[src/rtl/spmv_pkg.sv]
// rtl/spmv_pkg.sv - shared types and helpers for the SpMV memory arbiter
package spmv_pkg;

  localparam int NTID     = 64;
  localparam int TID_W    = 6;
  localparam int TAG_W    = 6;
  localparam int NREQ_MAX = 8;

  typedef struct packed {
    logic [2:0]       req_id;
    logic [TAG_W-1:0] tag;
  } owner_t;

  typedef struct packed {
    logic       found;
    logic [2:0] idx;
  } pick_t;

  // First asserted request at or after ptr, wrapping modulo nreq.
  function automatic pick_t rr_pick(input logic [NREQ_MAX-1:0] req,
                                    input logic [2:0]          ptr,
                                    input int                  nreq);
    pick_t p;
    int    idx;
    p = '0;
    for (int k = NREQ_MAX - 1; k >= 0; k--) begin
      idx = (int'(ptr) + k) % nreq;
      if (k < nreq && req[3'(idx)]) begin
        p.found = 1'b1;
        p.idx   = 3'(idx);
      end
    end
    return p;
  endfunction

endpackage

[src/rtl/spmv_tid_pool.sv]
// rtl/spmv_tid_pool.sv - global transid free pool with lowest-free allocation
module spmv_tid_pool
  import spmv_pkg::*;
(
  input  logic             clk,
  input  logic             rst_n,
  input  logic             alloc_en,
  output logic [TID_W-1:0] alloc_id,
  output logic             avail,
  input  logic             free_en,
  input  logic [TID_W-1:0] free_id,
  output logic [NTID-1:0]  busy,
  output logic [6:0]       outstanding
);

  always_comb begin
    alloc_id = '0;
    avail    = 1'b0;
    for (int i = NTID - 1; i >= 0; i--) begin
      if (!busy[i]) begin
        alloc_id = TID_W'(i);
        avail    = 1'b1;
      end
    end
  end

  // The caller only frees ids that are busy, so alloc and free never collide.
  always_ff @(posedge clk) begin
    if (!rst_n) begin
      busy        <= '0;
      outstanding <= '0;
    end else begin
      if (alloc_en) busy[alloc_id] <= 1'b1;
      if (free_en)  busy[free_id]  <= 1'b0;
      case ({alloc_en, free_en})
        2'b10:   outstanding <= outstanding + 7'd1;
        2'b01:   outstanding <= outstanding - 7'd1;
        default: outstanding <= outstanding;
      endcase
    end
  end

endmodule

[src/rtl/spmv_mem_arb.sv]
// rtl/spmv_mem_arb.sv - round-robin share of one NoC memory port among SpMV streamers
module spmv_mem_arb
  import spmv_pkg::*;
#(
  parameter int NREQ    = 4,
  parameter int PADDR_W = 40,
  parameter int DATA_W  = 128
) (
  input  logic                           clk,
  input  logic                           rst_n,
  input  logic [NREQ-1:0]                req_val,
  output logic [NREQ-1:0]                req_rdy,
  input  logic [NREQ-1:0][PADDR_W-1:0]   req_addr,
  input  logic [NREQ-1:0][TAG_W-1:0]     req_tag,
  output logic                           mem_req_val,
  input  logic                           mem_req_rdy,
  output logic [TID_W-1:0]               mem_req_transid,
  output logic [PADDR_W-1:0]             mem_req_addr,
  input  logic                           mem_resp_val,
  input  logic [TID_W-1:0]               mem_resp_transid,
  input  logic [DATA_W-1:0]              mem_resp_data,
  output logic [NREQ-1:0]                resp_val,
  output logic [TAG_W-1:0]               resp_tag,
  output logic [DATA_W-1:0]              resp_data,
  output logic [6:0]                     outstanding,
  output logic                           err_spurious
);

  logic [2:0]          rr_ptr;
  pick_t               pick;
  logic                load;
  logic                pool_avail;
  logic [TID_W-1:0]    free_tid;
  logic [NTID-1:0]     busy;
  logic                resp_hit;
  logic [TAG_W-1:0]    sel_tag;
  logic [PADDR_W-1:0]  sel_addr;
  owner_t              owner_tab [NTID];
  owner_t              rd_owner;

  assign pick = rr_pick(NREQ_MAX'(req_val), rr_ptr, NREQ);
  assign load = rst_n && pick.found && pool_avail && (!mem_req_val || mem_req_rdy);
  assign req_rdy = load ? (NREQ'(1) << pick.idx) : '0;

  always_comb begin
    sel_tag  = '0;
    sel_addr = '0;
    for (int i = 0; i < NREQ; i++) begin
      if (3'(i) == pick.idx) begin
        sel_tag  = req_tag[i];
        sel_addr = req_addr[i];
      end
    end
  end

  assign resp_hit = mem_resp_val && busy[mem_resp_transid];
  assign rd_owner = owner_tab[mem_resp_transid];

  spmv_tid_pool u_pool (
    .clk         (clk),
    .rst_n       (rst_n),
    .alloc_en    (load),
    .alloc_id    (free_tid),
    .avail       (pool_avail),
    .free_en     (resp_hit),
    .free_id     (mem_resp_transid),
    .busy        (busy),
    .outstanding (outstanding)
  );

  // Owner entries are only meaningful while their id is busy, so no reset.
  always_ff @(posedge clk) begin
    if (load) owner_tab[free_tid] <= '{req_id: pick.idx, tag: sel_tag};
  end

  always_ff @(posedge clk) begin
    if (!rst_n) begin
      mem_req_val     <= 1'b0;
      mem_req_transid <= '0;
      mem_req_addr    <= '0;
      rr_ptr          <= '0;
    end else if (load) begin
      mem_req_val     <= 1'b1;
      mem_req_transid <= free_tid;
      mem_req_addr    <= sel_addr;
      rr_ptr          <= (pick.idx == 3'(NREQ - 1)) ? 3'd0 : pick.idx + 3'd1;
    end else if (mem_req_rdy) begin
      mem_req_val     <= 1'b0;
    end
  end

  always_ff @(posedge clk) begin
    if (!rst_n) begin
      resp_val     <= '0;
      resp_tag     <= '0;
      resp_data    <= '0;
      err_spurious <= 1'b0;
    end else begin
      resp_val     <= resp_hit ? (NREQ'(1) << rd_owner.req_id) : '0;
      err_spurious <= mem_resp_val && !busy[mem_resp_transid];
      if (resp_hit) begin
        resp_tag  <= rd_owner.tag;
        resp_data <= mem_resp_data;
      end
    end
  end

endmodule

[config.mk]
export PLATFORM = sky130hd
export DESIGN_NAME = spmv_mem_arb
export DESIGN_NICKNAME = d
export VERILOG_FILES = /design/src/rtl/spmv_pkg.sv /design/src/rtl/spmv_tid_pool.sv /design/src/rtl/spmv_mem_arb.sv
export SDC_FILE = /design/constraint.sdc
export NUM_CORES = 1
export LEC_CHECK = 0
export ABC_AREA = 1
export CAP_MARGIN = 30
export CORE_ASPECT_RATIO = 1.1
export CORE_MARGIN = 2
export CORE_UTILIZATION = 35
export CTS_CLUSTER_SIZE = 24
export DETAILED_ROUTE_END_ITERATION = 10
export GPL_TIMING_DRIVEN = 0
export PLACE_DENSITY = 0.62
export SYNTH_ARGS = -nofsm -noshare
export SYNTH_HDL_FRONTEND = slang
export SYNTH_SLANG_ARGS = --single-unit
[constraint.sdc]
create_clock -name clk -period 8.3 [get_ports clk]
set_clock_uncertainty 0.2 [all_clocks]
set_input_delay 2.49 -clock clk [delete_from_list [all_inputs] [get_ports clk]]
set_output_delay 2.49 -clock clk [all_outputs]
set_load 0.01 [all_outputs]
Yosys cells after proc, flatten, opt, wreduce, memory -nomap -nowiden
Memories as Yosys holds them, arrays and structs flattened.
Index checks and enable logic that the tools add are counted.
{ "totals": {"mem_count": 1, "input_bits": 326, "ram_bits": 576, "rom_bits": 0, "latch_bits": 0, "elab_cells": 223, "register_bits": 259, "out_inout_bits": 197} }
{ "classes": {"order_cmp": 8, "reduce_logical": 17, "n_div": 0, "n_eq_ne": 6, "n_mul": 0, "bitwise_logic": 6, "n_mux": 167, "shifts": 2, "n_addsub": 6} }
{ "memory_table": {"columns": ["memory", "depth", "word_bits", "rd", "rd_ports_with_merged_regs", "wr", "line", "source"], "rows": [
  ["owner_tab", 64, 9, 1, 0, 1, "spmv_mem_arb.sv:38", "owner_t owner_tab [NTID];"]
]} }
{ "op_table": {"columns": ["op", "count"], "rows": [
  ["$mux 6", 68],
  ["$mux 64", 3],
  ["$mux 40", 4],
  ["$mux 1", 78],
  ["$and 64x64->64", 1],
  ["$not 64->64", 1],
  ["$or 64x64->64", 1],
  ["$mux 4", 5],
  ["$lt 3x5->1 const B", 3],
  ["$lt 6x7->1 const B", 2],
  ["$pmux 7 s2", 1],
  ["$demux 1 s6", 2],
  ["$ge 6x1->1 const B", 2],
  ["$bmux 1 s3", 3],
  ["$shl 1x3->4 const A", 2],
  ["$add 7x1->7 const B", 1],
  ["$logic_and 1x1->1", 7],
  ["$sub 7x1->7 const B", 1],
  ["$bmux 1 s6", 1],
  ["$eq 2x3->1 const A", 2],
  ["$reduce_or 2->1", 3],
  ["$add 2x1->2 const B", 2],
  ["$add 2x2->2 const B", 2],
  ["$lt 2x4->1 const B", 1],
  ["12 further kinds", 16]
]} }

Longest topological paths before layout
Gate-level depths: netlist (run 1).
{ "depth": {"word_depth": 73, "ltp_mapped": 67, "depth_no_buf": 67} }

Cells and area by module
A second synthesis (run 1) with hierarchy kept.
{ "unflattened": {"hier_cells": 3815, "area_unflattened_um2": 34540.6} }
{ "by_module_without_submodules": {"columns": ["mod", "cells_per_inst", "instances", "area_each_um2", "seq_area_each_um2"], "rows": [
  ["spmv_mem_arb", 3180, 1, 30513.0, 19138.4],
  ["spmv_tid_pool", 635, 1, 4027.6, 1421.4]
]} }

Worst setup path before layout (run 1)
OpenSTA, ideal clock, no wires.
{ "synth_timing": {"path_type": "input -> register", "startpoint": "input req_val[1]", "endpoint": "memory owner_tab[0][0] in the netlist's numbering, data pin", "path_buffers": 1, "arrival_ps": 7993, "setup_ps": 720, "required_ps": 7380, "stages": 13, "path_slack_ps": -614, "path_cell_list": "or2_2 > o21ai_0 > inv_1 > nand2_1 > o21ai_0 > a21oi_1 > or2_2 > nand2_1 > ha_1 > nor2_1 > clkbuf_1 > a221oi_1 > o31ai_1"} }
{ "synth_lines": {"columns": ["element", "line", "source"], "rows": [
  ["start: declaration", "spmv_mem_arb.sv:11", "input logic [NREQ-1:0] req_val,"],
  ["end: declaration", "spmv_mem_arb.sv:38", null]
]} }

==> impl_metrics.json, run 1 <==
{
  "status": "complete, no violations",
  "rr_startpoint": "u_pool.busy[62]$_SDFF_PN0_",
  "max_slew_margin": 0.268,
  "report.final.slew_viol_count": 0,
  "synth.most_common_cell": "edfxtp_1",
  "die-area_um2": 91300,
  "cts_tree": "built",
  "syn-cell-area_um2": 31100,
  "startpoint_type": "input pin",
  "dieHeight_um": 317,
  "ys_types": 45,
  "placed_cell_area_um2": 38500,
  "yosys.area.top_type": "edfxtp_1",
  "grt_pass1_vias": 24971,
  "dieWidth_um": 288,
  "grt_pass1_wl_mm": 172,
  "coreArea_um2": 88000,
  "finalPower_w": 0.0107,
  "avgRoutedWirePerCell_um": 26.3,
  "first_pass_iters": 6,
  "arrival_ns": 5.43,
  "worst_pin_slew_ns": 1.10,
  "yosysWarnings": 0,
  "setup_tns_ns": 0,
  "synthArstFlopShare": 0,
  "port_buffers": 515,
  "clk_pin_slew_ns": 0.06,
  "post-route-drc-count": 0,
  "period_minus_slack_ns": 8.12,
  "crit_path_start": "req_val[3]",
  "area_delta_synth_final_pct": 33.1,
  "synth_top_area_frac": 0.494,
  "setup_viol": 0,
  "ant_nets": 0,
  "p_per_area_nw_per_um2": 257,
  "gp_congestion": 0.981,
  "fin_crit_sh": 0.978,
  "worstSetupPathType": "input pin to output port",
  "cts-htree-levels": 3,
  "cts_buffers": 85,
  "synth_common_cells": "edfxtp_1 (512), nor2_1 (410), nand2_1 (352), o21ai_0 (326), dfxtp_1 (259)",
  "cts_sinks": 771,
  "min_from": "u_pool.outstanding[6]$_SDFFE_PN0P_",
  "worst_setup_path_end_kind": "output port",
  "ys_seq_elements": 771,
  "post-place-ws_ns": -0.848,
  "maxCapViolations": 0,
  "cts_buffer_depth": 3,
  "seq_area_frac_synth": 0.661,
  "grt_usage": 0.263,
  "stdcell_area_um2": 41400,
  "rows": 114,
  "synth-main-ff-cell": "edfxtp_1",
  "finish.utilization": 0.471,
  "finalHoldViolations": 0,
  "root_buffer": "clkbuf_16",
  "avgSynthCellArea_um2": 10.9,
  "crit_fanout": 3,
  "drive_above_1_share": 0.0683,
  "syn_nets": 3196,
  "syn_inst": 2863,
  "clk-insertion-delay-late_ns": 0.65,
  "io_pins": 523,
  "vias_per_cell": 5.54,
  "vdd_drop_max_mv": 0.165,
  "setup_ws_ns": 0.180,
  "drt_iter0_drc": 3093,
  "antenna_found_initial": 5,
  "grt_max_degree": 62,
  "wirelength_mm": 125,
  "p_leak_nw": 13.7,
  "max_freq_ghz": 0.123,
  "nNetsFinal": 3851,
  "initial_core_util": 0.353,
  "vias": 26310,
  "rsz0062_at_grt": "no",
  "worstHoldPathType": "flop to flop",
  "synth_edf_count": 512,
  "netlist_top_cells_area": "edfxtp_1 (49%), dfxtp_1 (17%), o21ai_0 (5.2%)",
  "required_ns": 5.61,
  "global_route.overflow_total": 0,
  "post-dp-hpwl_mm": 92.5
}
==> cells in the final DEF, fill, tap and decap left out, types with 68 or more instances in the layout <==
master	Yosys	layout
a22oi_1	73	73
clkbuf_1	168	183
nand2_1	352	351
inv_1	147	145
nand4_1	96	96
dfxtp_1	259	259
a221oi_1	123	123
a21oi_1	112	111
o21ai_0	326	324
clkbuf_16	0	86
nor2_1	410	410
clkdlybuf4s50_1	0	514
a22o_1	68	68
edfxtp_1	512	512
==> worst max-delay path: stages <==
cell and delay, ns:
clkdlybuf4s50_1 0.43, or2_2 0.30, o21ai_0 0.15, inv_1 0.10
nand2_1 0.07, nand2_1 0.08, a21oi_2 0.18, or2_2 0.36
nand2_8 0.08, inv_1 0.11, ha_2 0.24, clkinvlp_4 0.13
nor2_1 0.12, clkdlybuf4s50_1 0.58
==> power by group <==
part | internal, W | switching, W
sequential | 0.00470 | 0.0000375
clock | 0.00217 | 0.00158
combinational | 0.000742 | 0.00144
==> cell type report <==
cell class                 instances  area (um^2)
antenna                            2         5.00
buffer                           187          756
clock buffer                     112         2320
clock inverter                    46          445
fill                            8122        46600
inverter                         156          591
multi-input combinational       1748         9400
sequential                       771        20600
tap                             1160         1450
timing repair buffer             569         5880
==> per-stage QoR <==
step | instances | hold WS (ns)
finish | 4751 | 0.262
global route | 4750 | 0.286
CTS | 4743 | 0.265
detailed placement | 4586 | 0.256
global placement | 4538 | 0.251
floorplan | 2863 | 0.254
==> final timing paths <==
| check | end | slack (ns) | cells past startpoint |
|---|---|---|---|
| worst min-delay path | u_pool.outstanding[6]$_SDFFE_PN0P_ | 0.26 | 2 |
| worst min register to register | u_pool.outstanding[6]$_SDFFE_PN0P_ | 0.26 | 2 |
| worst max register to register | owner_tab[43][4]$_DFFE_PP_ | 2.10 | 30 |
| worst max-delay path | req_rdy[2] | 0.18 | 14 |
==> cells by family (layout without fill, tap and decap cells) <==
group / after synthesis / count (layout) / share of synthesized area
buffers and inverters: 345 / 1070 / 0.0431
adder cells (fa/ha/maj): 7 / 7 / 0.00282
AND/OR/NAND/NOR: 941 / 942 / 0.127
multiplexers: 3 / 3 / 0.000965
AO/OA/AOI/OAI: 785 / 785 / 0.162
flip-flops: 771 / 771 / 0.661
other: 0 / 2 / 0
XOR/XNOR: 11 / 11 / 0.00310
==> flip-flops by register name, indices dropped and copies added, names as in the netlist <==
| signal | count |
|---|---|
| owner_tab | 512 |
| mem_req_val | 1 |
| resp_tag | 6 |
| resp_data | 128 |
| err_spurious | 1 |
| u_pool.outstanding | 7 |
| resp_val | 4 |
| mem_req_addr | 40 |
| u_pool.busy | 64 |
| rr_ptr | 2 |
| mem_req_transid | 6 |
==> layer usage <==
layer	routed length [um]	vias to the layer above	global-route usage
met5	23	-	0
met4	8190	4	0.161
met1	44800	12722	0.307
li1	-	11779	-
met2	59000	1506	0.437
met3	12700	299	0.0637
==> repair_timing <==
| action | 4_1_cts | 5_1_grt |
|---|---|---|
| hold buffers | 0 | 0 |
| resized for setup | 7 | 12 |
| buffers inserted | 1 | 4 |
| gates cloned | 0 | 1 |
| endpoints found under the setup margin | 4 | 4 |
| pin swaps | 0 | 1 |
(Power assumes the default switching activity.)
==> run 2: changes to the inputs <==
--- a/config.mk
+++ b/config.mk
@@ -10,6 +10,7 @@
 export CORE_ASPECT_RATIO = 1.1
 export CORE_MARGIN = 2
 export CORE_UTILIZATION = 35
+export CTS_CLUSTER_DIAMETER = 100
 export CTS_CLUSTER_SIZE = 24
 export DETAILED_ROUTE_END_ITERATION = 10
 export GPL_TIMING_DRIVEN = 0
==> run 2 against run 1 <==
Compared with the run above: wire length decreased by 0.69%; clock-buffer cell count is 53 lower; critical path depth unchanged; utilization fell by 1.8 points; critical endpoint unchanged; largest power group unchanged; highest routed layer unchanged.
==> impl_metrics.json, run 2 (synthesized netlist as in run 1, its figures left out) <==
{
  "setup_ws_ns": 0.212,
  "cts_buffers": 39,
  "whs_path_depth": 2,
  "coreArea_um2": 88000,
  "startpoint_type": "input pin",
  "switching_share": 0.302,
  "grt_max_degree": 62,
  "grt_usage": 0.260,
  "root_buffer": "clkbuf_16",
  "intPower_w": 0.00634,
  "status": "complete, no violations",
  "drt_iter0_drc": 2969,
  "max_freq_ghz": 0.124,
  "vdd_drop_max_mv": 0.150,
  "wirelength_mm": 124,
  "worstHoldPathType": "flop to flop",
  "antenna_found_initial": 6,
  "grt_pass1_wl_mm": 171,
  "global_route.overflow_total": 0,
  "placed_cell_area_um2": 38500,
  "setup_tns_ns": 0,
  "die-area_um2": 91300,
  "switching_power_w": 0.00275,
  "rsz0062_at_grt": "no",
  "cts_buffer_depth": 3,
  "post-place-ws_ns": -0.848,
  "port_buffers": 515,
  "worst_pin_slew_ns": 1.11,
  "worstSetupPathType": "input pin to output port",
  "clk_pin_slew_ns": 0.10,
  "rows": 114,
  "setup_viol": 0,
  "drive_above_1_share": 0.0480,
  "cts_sinks": 771,
  "initial_core_util": 0.353,
  "worst_setup_path_end_kind": "output port",
  "stdcell_area_um2": 39800,
  "p_per_area_nw_per_um2": 228,
  "finalHoldViolations": 0,
  "grt_pass1_vias": 24404,
  "dieHeight_um": 317,
  "r2r.worst_path.cells": 30,
  "dieWidth_um": 288,
  "dpl.cell_count": 4586,
  "clk-insertion-delay-late_ns": 0.62,
  "fillers": 8271,
  "report.final.slew_viol_count": 0,
  "multiInputGateArea_um2": 9400,
  "post-dp-hpwl_mm": 92.5,
  "final_common_cell": "clkdlybuf4s50_1",
  "pwr-share-clk": 0.240,
  "cts_tree": "built",
  "vias_per_cell": 5.57,
  "largest-register": "owner_tab",
  "seq_area_um2": 20600,
  "fin_cells": 4661,
  "io_pins": 523,
  "maxCapViolations": 0,
  "p_comb_frac": 0.240,
  "max_slew_margin": 0.251,
  "ant_nets": 0,
  "final_cell_mix": "clkdlybuf4s50_1 (514), edfxtp_1 (512), nor2_1 (410)",
  "required_ns": 5.61,
  "period_minus_slack_ns": 8.09,
  "arrival_ns": 5.40,
  "gp_congestion": 0.981,
  "p_leak_nw": 12.9,
  "p_seq_frac": 0.520,
  "area_delta_synth_final_pct": 27.9,
  "first_pass_iters": 6,
  "fin_crit_sh": 0.974,
  "cts-htree-levels": 2,
  "reg_top3": "owner_tab (512), resp_data (128), u_pool.busy (64)",
  "largest_reg_flops": 512,
  "nNetsFinal": 3805,
  "avgRoutedWirePerCell_um": 26.6,
  "vias": 25984,
  "post-route-drc-count": 0,
  "crit_fanout": 3
}
run 2: worst paths after layout:
path	slack, ns	from	endpoint
setup reg to reg	2.07	u_pool.busy[62]$_SDFF_PN0_	owner_tab[43][1]$_DFFE_PP_
setup / recovery	0.21	req_val[3]	req_rdy[2]
hold / removal	0.27	u_pool.outstanding[6]$_SDFFE_PN0P_	u_pool.outstanding[6]$_SDFFE_PN0P_
hold reg to reg	0.27	u_pool.outstanding[6]$_SDFFE_PN0P_	u_pool.outstanding[6]$_SDFFE_PN0P_
run 2: layer usage:
layer  up-vias  track usage  routed length (um)  share of wire
met3       287       0.0569               11900          0.096
met5         -            0                  10       0.000081
met4         2        0.160                8630          0.070
met1     12656        0.308               45400           0.37
li1      11638            -                   -              -
met2      1401        0.431               58000           0.47
run 2: power by group through the flow:
stage	Sequential [W]	Clock (W)	Combinational, W
floorplan	0.00487	0	0.000905
detailed placement	0.00481	0	0.00209
global placement	0.00490	0	0.00181
finish	0.00473	0.00218	0.00218
global route	0.00474	0.00233	0.00232
CTS	0.00473	0.00220	0.00211
run 2: repair_timing:
| action | CTS | global route |
|---|---|---|
| pin swaps | 0 | 1 |
| setup buffers | 1 | 4 |
| cloned | 0 | 1 |
| setup endpoints to repair | 4 | 4 |
| hold buffers | 0 | 0 |
| gates resized for setup | 7 | 12 |
run 2: per-stage QoR:
step           hold slack, ns  power [W]  utilization
2_1_floorplan           0.254    0.00578            -
3_3_place_gp            0.251    0.00671        0.429
3_5_place_dp            0.256    0.00691        0.438
4_1_cts                 0.272    0.00904        0.451
5_1_grt                 0.293    0.00939        0.452
6_report                0.268    0.00909        0.452
run 2: cell type report:
cell class	instances	share of cell area
buffer	187	0.0190
antenna	3	0.000189
clock buffer	59	0.0264
sequential	771	0.517
inverter	156	0.0148
timing repair buffer	569	0.148
clock inverter	8	0.00239
multi-input combinational	1748	0.236
tap	1160	0.0365
run 2: critical path: stages:
cell,delay [ns]
clkdlybuf4s50_1,0.43
or2_2,0.30
o21ai_0,0.15
inv_1,0.10
nand2_1,0.07
nand2_1,0.08
a21oi_2,0.18
or2_2,0.33
nand2_8,0.08
inv_1,0.11
ha_2,0.24
clkinvlp_4,0.13
nor2_1,0.12
clkdlybuf4s50_1,0.58
